[config.mk]
export PLATFORM = sky130hd
export DESIGN_NAME = if_decode_skid_stage
export DESIGN_NICKNAME = d
export VERILOG_FILES = /design/src/rtl/if_decode_skid_stage.sv
export SDC_FILE = /design/constraint.sdc
export NUM_CORES = 1
export LEC_CHECK = 0
export CAP_MARGIN = 20
export CORE_MARGIN = 8
export CORE_UTILIZATION = 50
export DETAILED_ROUTE_END_ITERATION = 7
export PLACE_DENSITY = 0.93
export SYNTH_ARGS = -nofsm -noshare
export SYNTH_HDL_FRONTEND = slang
export SYNTH_SLANG_ARGS = --single-unit
[constraint.sdc]
create_clock -name clock -period 4.9 [get_ports clock]
set_clock_uncertainty 0.15 [all_clocks]
set_input_delay 0.98 -clock clock [delete_from_list [all_inputs] [get_ports clock]]
set_output_delay 0.98 -clock clock [all_outputs]
set_load 0.02 [all_outputs]
[src/rtl/if_decode_skid_stage.sv]
// IF->Decode pipeline stage with a 2-entry skid buffer and synchronous flush.
// Optional performance counters (stall_cnt, flush_cnt) enabled by macro IFD_PERF_CNT_EN.
module if_decode_skid_stage #(
  parameter int unsigned ADDR_W = 32,
  parameter int unsigned INST_W = 32,
  parameter logic [INST_W-1:0] NOP_INST = 32'h00000013
) (
  input  logic              clock,
  input  logic              reset,
  input  logic              flush,
  input  logic              in_valid,
  output logic              in_ready,
  input  logic [ADDR_W-1:0] in_addr,
  input  logic [INST_W-1:0] in_inst,
  output logic              out_valid,
  input  logic              out_ready,
  output logic [ADDR_W-1:0] out_addr,
  output logic [INST_W-1:0] out_inst,
  output logic [1:0]        occupancy
`ifdef IFD_PERF_CNT_EN
  ,
  output logic [15:0]       stall_cnt,
  output logic [15:0]       flush_cnt
`endif
);

  typedef enum logic [1:0] {
    EMPTY = 2'd0,
    ONE   = 2'd1,
    TWO   = 2'd2
  } state_t;

  state_t            state, next_state;
  logic [ADDR_W-1:0] main_addr, skid_addr;
  logic [INST_W-1:0] main_inst, skid_inst;
  logic              in_ready_q;
  logic              acc_in, acc_out;
  logic              load_main_in, load_main_skid, load_skid_in;

  assign acc_in  = in_valid & in_ready_q;
  assign acc_out = out_valid & out_ready;

  always_comb begin
    next_state     = state;
    load_main_in   = 1'b0;
    load_main_skid = 1'b0;
    load_skid_in   = 1'b0;
    unique case (state)
      EMPTY: begin
        if (acc_in) begin
          next_state   = ONE;
          load_main_in = 1'b1;
        end
      end
      ONE: begin
        if (acc_in && acc_out) begin
          load_main_in = 1'b1;
        end else if (acc_in) begin
          next_state   = TWO;
          load_skid_in = 1'b1;
        end else if (acc_out) begin
          next_state = EMPTY;
        end
      end
      TWO: begin
        if (acc_out) begin
          next_state     = ONE;
          load_main_skid = 1'b1;
        end
      end
      default: next_state = EMPTY;
    endcase
    // Flush cancels every load so an emptied stage still shows the last head pc.
    if (flush) begin
      next_state     = EMPTY;
      load_main_in   = 1'b0;
      load_main_skid = 1'b0;
      load_skid_in   = 1'b0;
    end
  end

  always_ff @(posedge clock or posedge reset) begin
    if (reset) begin
      state      <= EMPTY;
      in_ready_q <= 1'b1;
      main_addr  <= '0;
      main_inst  <= NOP_INST;
      skid_addr  <= '0;
      skid_inst  <= NOP_INST;
    end else begin
      state      <= next_state;
      in_ready_q <= (next_state != TWO);
      if (load_main_in) begin
        main_addr <= in_addr;
        main_inst <= in_inst;
      end else if (load_main_skid) begin
        main_addr <= skid_addr;
        main_inst <= skid_inst;
      end
      if (load_skid_in) begin
        skid_addr <= in_addr;
        skid_inst <= in_inst;
      end
    end
  end

  assign in_ready  = in_ready_q;
  assign out_valid = (state != EMPTY);
  assign out_addr  = main_addr;
  assign out_inst  = out_valid ? main_inst : NOP_INST;
  assign occupancy = state;

`ifdef IFD_PERF_CNT_EN
  always_ff @(posedge clock or posedge reset) begin
    if (reset) begin
      stall_cnt <= '0;
      flush_cnt <= '0;
    end else begin
      if (out_valid && !out_ready && stall_cnt != 16'hFFFF)
        stall_cnt <= stall_cnt + 16'd1;
      if (flush && flush_cnt != 16'hFFFF)
        flush_cnt <= flush_cnt + 16'd1;
    end
  end
`endif

endmodule

==> flow_summary.toml, run 1 <==
[sta]
timing.hold.ws_ps = 328
timing.fmax_mhz = 265
finalHoldViolations = 0
fin_tns_setup_ps = 0
rsz0062_at_grt = "false"
fin_crit_ps = 3780
maxSlewViolCount = 0
period_share_pct = 77.1
max_slew_margin_pct = 31.6
setup_viol = 0
tightest_slew_ps = 1020

[clock_network]
clock_tree.buffer_depth = 2
clkSinkCount = 131
hold_buffers = 0
cts-resized-gates = 0
cts_tree = "done"
path_clk_slew_ps = 60
cts.root.buffer_cell = "clkbuf_16"
htreeDepth = 4
clock_latency_ps = 410
post_cts_buffers = 0
cts-buffers-inserted = 17

[global_routing]
first_global_vias = 4351
grt_pass1_wl_um = 22400
grt_max_degree = 90
antenna_found_initial = 0
grt_overflow = 0
grt_use_total_pct = 19.4

[place]
dp_cells = 661
gp_congestion = 0.725
hpwl_um = 8930
dpl-instance-area_um2 = 7010
io_buffers = 136

[power_and_ir_drop]
power_frac_clock_pct = 35.7
p_int_mw = 2.49
pwr-share-seq_pct = 44.4
p_leak_nw = 3.27
switching_share_pct = 25.9
ir_worst_vdd_mv = 0.352
power.share.combinational_pct = 19.9
power.net_switching_uw = 871
cellPowerDensity_nw_per_um2 = 443

[detailed_routing]
ant_nets = 0
drtIter0Drc = 269
viasPerCell = 5.58
drc_errors = 0
wirelength_um = 13800
num_vias = 3873
wire_per_inst_um = 19.9
firstDrtPassIters = 4

[synthesis]
syn_area_um2 = 5640
synth-seq-area-share_pct = 58.2
yosysWarningCount = 0
synthArstFlopShare_pct = 100
postSynthAreaPerCell_um2 = 13.9
ys.flop_type = "dfrtp_1"
synth_edf_count = 0
synth.net_count = 474
syn_inst = 405
synthDistinctLibCells = 26
synth_seq_cells = 131

[run_status]
status = "complete, no violations"

[critical_path]
startpoint = "occupancy[0]$_DFF_PP0_"
required_ps = 3770
critPathKind = "flop to primary output"
timing.rr.start = "occupancy[0]$_DFF_PP0_"
crit_path_start_kind = "flop"
worstPathArrival_ps = 2650
critPathMaxFanout = 25
end_kind = "primary output"

[cells_and_area]
final_cell_mix = "clkdlybuf4s50_1 (136), dfrtp_1 (124), and2_1 (62), a221o_1 (62), mux2_1 (60)"
mostFrequentLayoutCell = "clkdlybuf4s50_1"
design_area_um2 = 7600
diodes = 0
final_nets = 607
drive_above_1_share_pct = 9.80
postLayoutCoreUtil_pct = 67.7
fin_cells = 694
area_delta_synth_final_pct = 34.6

[floorplanning]
fp.dieW_um = 122
num_rows = 39
coreArea_um2 = 11200
initial_utilization_pct = 50.3
ios = 137
die_height_um = 122
die_area_um2 = 14900

[flow_run]
maxCapViolations = 0

[worst_hold_path]
hp-start = "skid_inst[2]$_DFFE_PP0P_"
hold_class = "flop to flop"
==> through the flow <==
step | power [mW] | setup WS [ps]
2_1_floorplan | 1.86 | 284
3_3_place_gp | 2.13 | 1630
3_5_place_dp | 2.18 | 1510
4_1_cts | 3.39 | 1060
5_1_grt | 3.51 | 951
6_report | 3.36 | 1120
==> critical path: stages, from the launching register on <==
cell	delay, ps
dfrtp_1	470
nor2_2	830
buf_4	320
nor2b_1	70
clkdlybuf4s50_1	540
==> registers in the layout, summed over array words and instances, names as in the netlist <==
| signal | flops |
|---|---|
| in_ready | 1 |
| main_inst | 32 |
| occupancy | 2 |
| skid_addr | 32 |
| skid_inst | 32 |
| out_addr | 32 |
==> synthesized netlist by cell type (2+ instances only) <==
library cell    n  area share, %
dfrtp_1       124             55
a221o_1        62             11
and2_1         62            6.9
mux2_1         60             12
nor2b_1        29            3.2
buf_6          13            2.6
buf_4          11            1.5
dfstp_2         7            3.3
clkbuf_1        5           0.33
mux2_2          4           0.80
mux2i_1         4           0.71
nand2_1         4           0.27
nor2_1          3           0.20
or2_2           3           0.33
inv_1           2           0.13
o21ai_1         2           0.18
==> worst paths after layout <==
kind / slack, ps / depth (start not counted) / endpoint
min in group asynchronous: 690 / 2 / out_addr[16]$_DFFE_PP0P_
max in group asynchronous: 3020 / 4 / out_addr[4]$_DFFE_PP0P_
worst min-delay path: 330 / 1 / skid_inst[2]$_DFFE_PP0P_
worst min register to register: 330 / 1 / skid_inst[2]$_DFFE_PP0P_
worst max register to register: 2690 / 5 / out_addr[13]$_DFFE_PP0P_
worst max-delay path: 1120 / 4 / out_inst[26]
==> power by group through the flow <==
stage	clock network [mW]	registers [mW]	logic, mW
global placement	0	1.48	0.645
floorplan	0	1.52	0.334
CTS	1.22	1.49	0.679
detailed placement	0	1.50	0.674
finish	1.20	1.49	0.669
global route	1.27	1.52	0.719
==> layer usage <==
layer	part of all wire, %	global-route usage [%]	up-vias
li1	-	-	1747
met1	40	22.1	1984
met2	49	31.8	123
met3	9.4	8.97	19
met4	1.6	6.32	0
met5	0	0	-
==> cell families after synthesis <==
kind of cell,count (synthesis),share of synthesized area [%]
compound gates,66,11.5
flops,131,58.2
mux,68,13.5
simple gates,108,12.2
buf+inv,32,4.61
==> cell type report <==
class,count,area [µm²]
multi-input cells,242,2110
clock inverters,4,47.5
inverters,2,10.0
fillers,813,3620
clock buffers,28,517
repair buffers,144,1450
flip-flops and latches,131,3290
well taps,143,179
Note: power is estimated with default switching activity, not from simulation.
==> run 2: changes to the inputs <==
- CORE_UTILIZATION: 50 -> 45
- PLACE_DENSITY: 0.93 -> 0.89
- clock period: 4.9 -> 3 ns (I/O delays scaled with it)
==> flow_summary.toml, run 2 (synthesized netlist as in run 1, its figures left out) <==
[global_routing]
grt_use_total_pct = 17.1
grt_max_degree = 132
first_global_vias = 4307
antenna_found_initial = 0
grt_pass1_wl_um = 22200
grt_overflow = 0

[critical_path]
critPathKind = "flop to primary output"
end_kind = "primary output"
required_ps = 2250
critPathMaxFanout = 31
ff2ff_setup_slack_ps = 840
crit_path_start_kind = "flop"
rr_endpoint = "main_inst[25]$_DFFE_PP0P_"
worstPathArrival_ps = 2080
timing.rr.start = "in_ready$_DFF_PP1_"
ff2ff_path_depth = 4

[flow_run]
maxCapViolations = 0

[sta]
period_share_pct = 94.4
fin_tns_setup_ps = 0
setup_viol = 0
rsz0062_at_grt = "false"
layout_setup_ws_ps = 169
fin_crit_ps = 2830
max_slew_margin_pct = 49.4
finalHoldViolations = 0
timing.hold.ws_ps = 331
timing.fmax_mhz = 353
maxSlewViolCount = 0
tightest_slew_ps = 758

[power_and_ir_drop]
total_power_mw = 5.49
pwr-share-seq_pct = 44.3
power.net_switching_mw = 1.41
p_leak_nw = 3.26
p_int_mw = 4.09
cellPowerDensity_nw_per_um2 = 719
power_frac_clock_pct = 35.9
power.share.combinational_pct = 19.8
switching_share_pct = 25.6
ir_worst_vdd_mv = 0.535

[cells_and_area]
final_cell_mix = "clkdlybuf4s50_1 (136), dfrtp_1 (124), and2_1 (62), a221o_1 (62), mux2_1 (60)"
fin_cells = 721
final_nets = 605
diodes = 0
area_delta_synth_final_pct = 35.3
design_area_um2 = 7630
drive_above_1_share_pct = 9.29
mostFrequentLayoutCell = "clkdlybuf4s50_1"
postLayoutCoreUtil_pct = 61.5

[worst_hold_path]
hold_end = "skid_inst[20]$_DFFE_PP0P_"
worstHoldPathCells = 1
hold_class = "flop to flop"
hp-start = "skid_inst[20]$_DFFE_PP0P_"

[clock_network]
clkSinkCount = 131
clock_latency_ps = 410
cts-resized-gates = 0
htreeDepth = 4
cts-buffers-inserted = 17
clock_tree.buffer_depth = 2
cts_tree = "done"
post_cts_buffers = 0
cts.root.buffer_cell = "clkbuf_16"
path_clk_slew_ps = 60
hold_buffers = 0

[floorplanning]
die_area_um2 = 16400
die_height_um = 128
num_rows = 41
fp.dieW_um = 128
ios = 137
initial_utilization_pct = 45.5
coreArea_um2 = 12400

[run_status]
status = "complete, no violations"

[place]
gp_congestion = 0.741
dp_cells = 689
dpl-instance-area_um2 = 7080
io_buffers = 136
hpwl_um = 8710
pre_cts_ws_ps = 228

[detailed_routing]
viasPerCell = 5.34
wirelength_um = 13300
drtIter0Drc = 226
ant_nets = 0
wire_per_inst_um = 18.5
drc_errors = 0
num_vias = 3849
firstDrtPassIters = 4
run 2: cell count changes in the layout (fill, tap and decap cells not counted):
cell       delta
clkbuf_1      +1
bufinv_16     +1
buf_16        -1
inv_4         -1
buf_12        +3
buf_4         -4
clkinv_2      +2
clkbuf_8      -3
run 2: critical path, cell delays in order (launching register included):
cell and delay [ps]:
dfrtp_1 500, nor2_2 220, buf_12 210, or2_2 140
clkdlybuf4s50_1 600
run 2: worst max path at each step:
stage | start | to | slack [ps] | cells past startpoint
after floorplan | reset | main_inst[10]$_DFFE_PP0P_ | 630 | 1
after global placement | out_ready | out_addr[22]$_DFFE_PP0P_ | 350 | 5
after detailed placement | out_ready | main_inst[11]$_DFFE_PP0P_ | 230 | 5
after CTS | occupancy[1]$_DFF_PP0_ | out_inst[4] | 130 | 4
after global routing | occupancy[1]$_DFF_PP0_ | out_inst[1] | 70 | 4
final | occupancy[1]$_DFF_PP0_ | out_inst[4] | 170 | 4
run 2: cell type report:
cell class | instances | area (µm²)
repair buffers | 142 | 1460
fillers | 970 | 4780
clock inverters | 6 | 80.1
clock buffers | 26 | 479
well taps | 172 | 215
flip-flops and latches | 131 | 3290
multi-input cells | 242 | 2110
inverters | 2 | 11.3
run 2: layer usage:
metal  GRT usage (%)  share of wire, %
met1            19.8                42
met2            28.5                50
met4            6.36              0.82
met3            6.16               6.6
met5               0                 0
run 2: power by group through the flow:
stage               combinational [mW]  sequential (mW)  clock, mW
detailed placement                1.10             2.45          0
global route                      1.18             2.49       2.08
finish                            1.09             2.43       1.97
CTS                               1.11             2.43       2.01
floorplan                        0.545             2.49          0
global placement                  1.06             2.42          0
==> run 3: changes to the inputs <==
- PLACE_DENSITY: 0.89 -> 0.82
==> flow_summary.toml, run 3 (synthesized netlist as in run 1, its figures left out) <==
[clock_network]
htreeDepth = 4
clock_tree.buffer_depth = 2
cts-buffers-inserted = 17
post_cts_buffers = 0
clock_latency_ps = 410
cts_tree = "done"
cts.root.buffer_cell = "clkbuf_16"
path_clk_slew_ps = 60
clkSinkCount = 131

[critical_path]
path_buf_inv = 2
ff2ff_setup_slack_ps = 1060
slowest_stage = "clkdlybuf4s50_1"
cpPeakStageDelay_ps = 600
critical_path.top_delay_family = "buffers and inverters"
worstPathArrival_ps = 2080
required_ps = 2250
ff2ff_path_depth = 5
rr_endpoint = "out_addr[18]$_DFFE_PP0P_"
crit_path_start_kind = "flop"
critPathKind = "flop to primary output"
path_cells = "nor2_2, buf_6, or2_2, clkdlybuf4s50_1"
critPathMaxFanout = 33
end_kind = "primary output"
timing.rr.start = "occupancy[0]$_DFF_PP0_"

[floorplanning]
coreArea_um2 = 12400
ios = 137
initial_utilization_pct = 45.5
fp.dieW_um = 128
num_rows = 41
die_area_um2 = 16400
die_height_um = 128

[cells_and_area]
diodes = 0
design_area_um2 = 7680
fin_cells = 725
area_delta_synth_final_pct = 36.1
final_cell_mix = "clkdlybuf4s50_1 (136), dfrtp_1 (124), and2_1 (62), a221o_1 (62), mux2_1 (60)"
final_nets = 609
mostFrequentLayoutCell = "clkdlybuf4s50_1"
drive_above_1_share_pct = 10.8

[worst_hold_path]
hold_class = "flop to flop"
worstHoldPathCells = 1
hold_end = "skid_inst[22]$_DFFE_PP0P_"
hp-start = "skid_inst[22]$_DFFE_PP0P_"

[place]
io_buffers = 136
dp_cells = 693
dpl-instance-area_um2 = 7080
gp_congestion = 0.772
hpwl_um = 8900

[flow_run]
maxCapViolations = 0

[sta]
max_slew_margin_pct = 53.9
period_share_pct = 94.4
setup_viol = 0
timing.fmax_mhz = 353
timing.hold.ws_ps = 328
rsz0062_at_grt = "false"
fin_crit_ps = 2830
fin_tns_setup_ps = 0
tightest_slew_ps = 692
finalHoldViolations = 0
maxSlewViolCount = 0

[detailed_routing]
viasPerCell = 5.20
num_vias = 3768
ant_nets = 0
drtIter0Drc = 212
wire_per_inst_um = 18.1
drc_errors = 0
wirelength_um = 13100
firstDrtPassIters = 4

[power_and_ir_drop]
ir_worst_vdd_mv = 0.368
power_frac_clock_pct = 36.8
cellPowerDensity_nw_per_um2 = 724
switching_share_pct = 26.0
power.share.combinational_pct = 19.5
power.net_switching_mw = 1.45
p_leak_nw = 3.28
p_int_mw = 4.12
pwr-share-seq_pct = 43.7

[global_routing]
grt_max_degree = 132
first_global_vias = 4134
grt_overflow = 0
antenna_found_initial = 0
grt_pass1_wl_um = 21700
grt_use_total_pct = 16.7

[run_status]
status = "complete, no violations"
## run 3: how the worst max path moves through the flow
stage | from | cells past startpoint | slack, ps | endpoint
detailed placement | out_ready | 6 | 420 | main_inst[29]$_DFFE_PP0P_
finish | occupancy[0]$_DFF_PP0_ | 4 | 170 | out_inst[1]
CTS | occupancy[0]$_DFF_PP0_ | 4 | 50 | out_inst[1]
global route | occupancy[0]$_DFF_PP0_ | 4 | 40 | out_inst[0]
global placement | flush | 4 | 530 | skid_inst[30]$_DFFE_PP0P_
floorplan | reset | 1 | 630 | main_inst[10]$_DFFE_PP0P_
## run 3: power by group through the flow
| stage | clock, mW | sequential (mW) | combinational (mW) |
|---|---|---|---|
| 2_1_floorplan | 0 | 2.49 | 0.545 |
| 3_3_place_gp | 0 | 2.43 | 1.06 |
| 3_5_place_dp | 0 | 2.45 | 1.10 |
| 4_1_cts | 2.09 | 2.43 | 1.11 |
| 5_1_grt | 2.18 | 2.49 | 1.17 |
| 6_report | 2.05 | 2.43 | 1.08 |
## run 3: cell type report
type	instances	area [µm²]
clock inverters	10	125
multi-input cells	242	2110
repair buffers	146	1470
clock buffers	22	474
inverters	2	11.3
well taps	172	215
fillers	983	4730
flip-flops and latches	131	3290
## run 3: through the flow
stage          util (%)  power [mW]  setup slack (ps)
3_3_place_gp       57.0        3.48               527
2_1_floorplan         -        3.03               633
4_1_cts            61.9        5.63              50.0
5_1_grt            61.9        5.83              40.5
6_report           61.9        5.57               167
3_5_place_dp       57.0        3.56               424
## run 3: routing by layer
metal | vias up | track usage [%] | share of wire, %
met2 | 101 | 26.2 | 48
met4 | 0 | 5.24 | 0.50
li1 | 1764 | - | -
met3 | 6 | 6.20 | 6.9
met1 | 1897 | 20.9 | 45
met5 | - | 0 | 0
## run 3: what timing repair did
action / in CTS / in global routing
setup endpoints to repair: 0 / 3
resized for setup: 0 / 1
hold buffers: 0 / 0
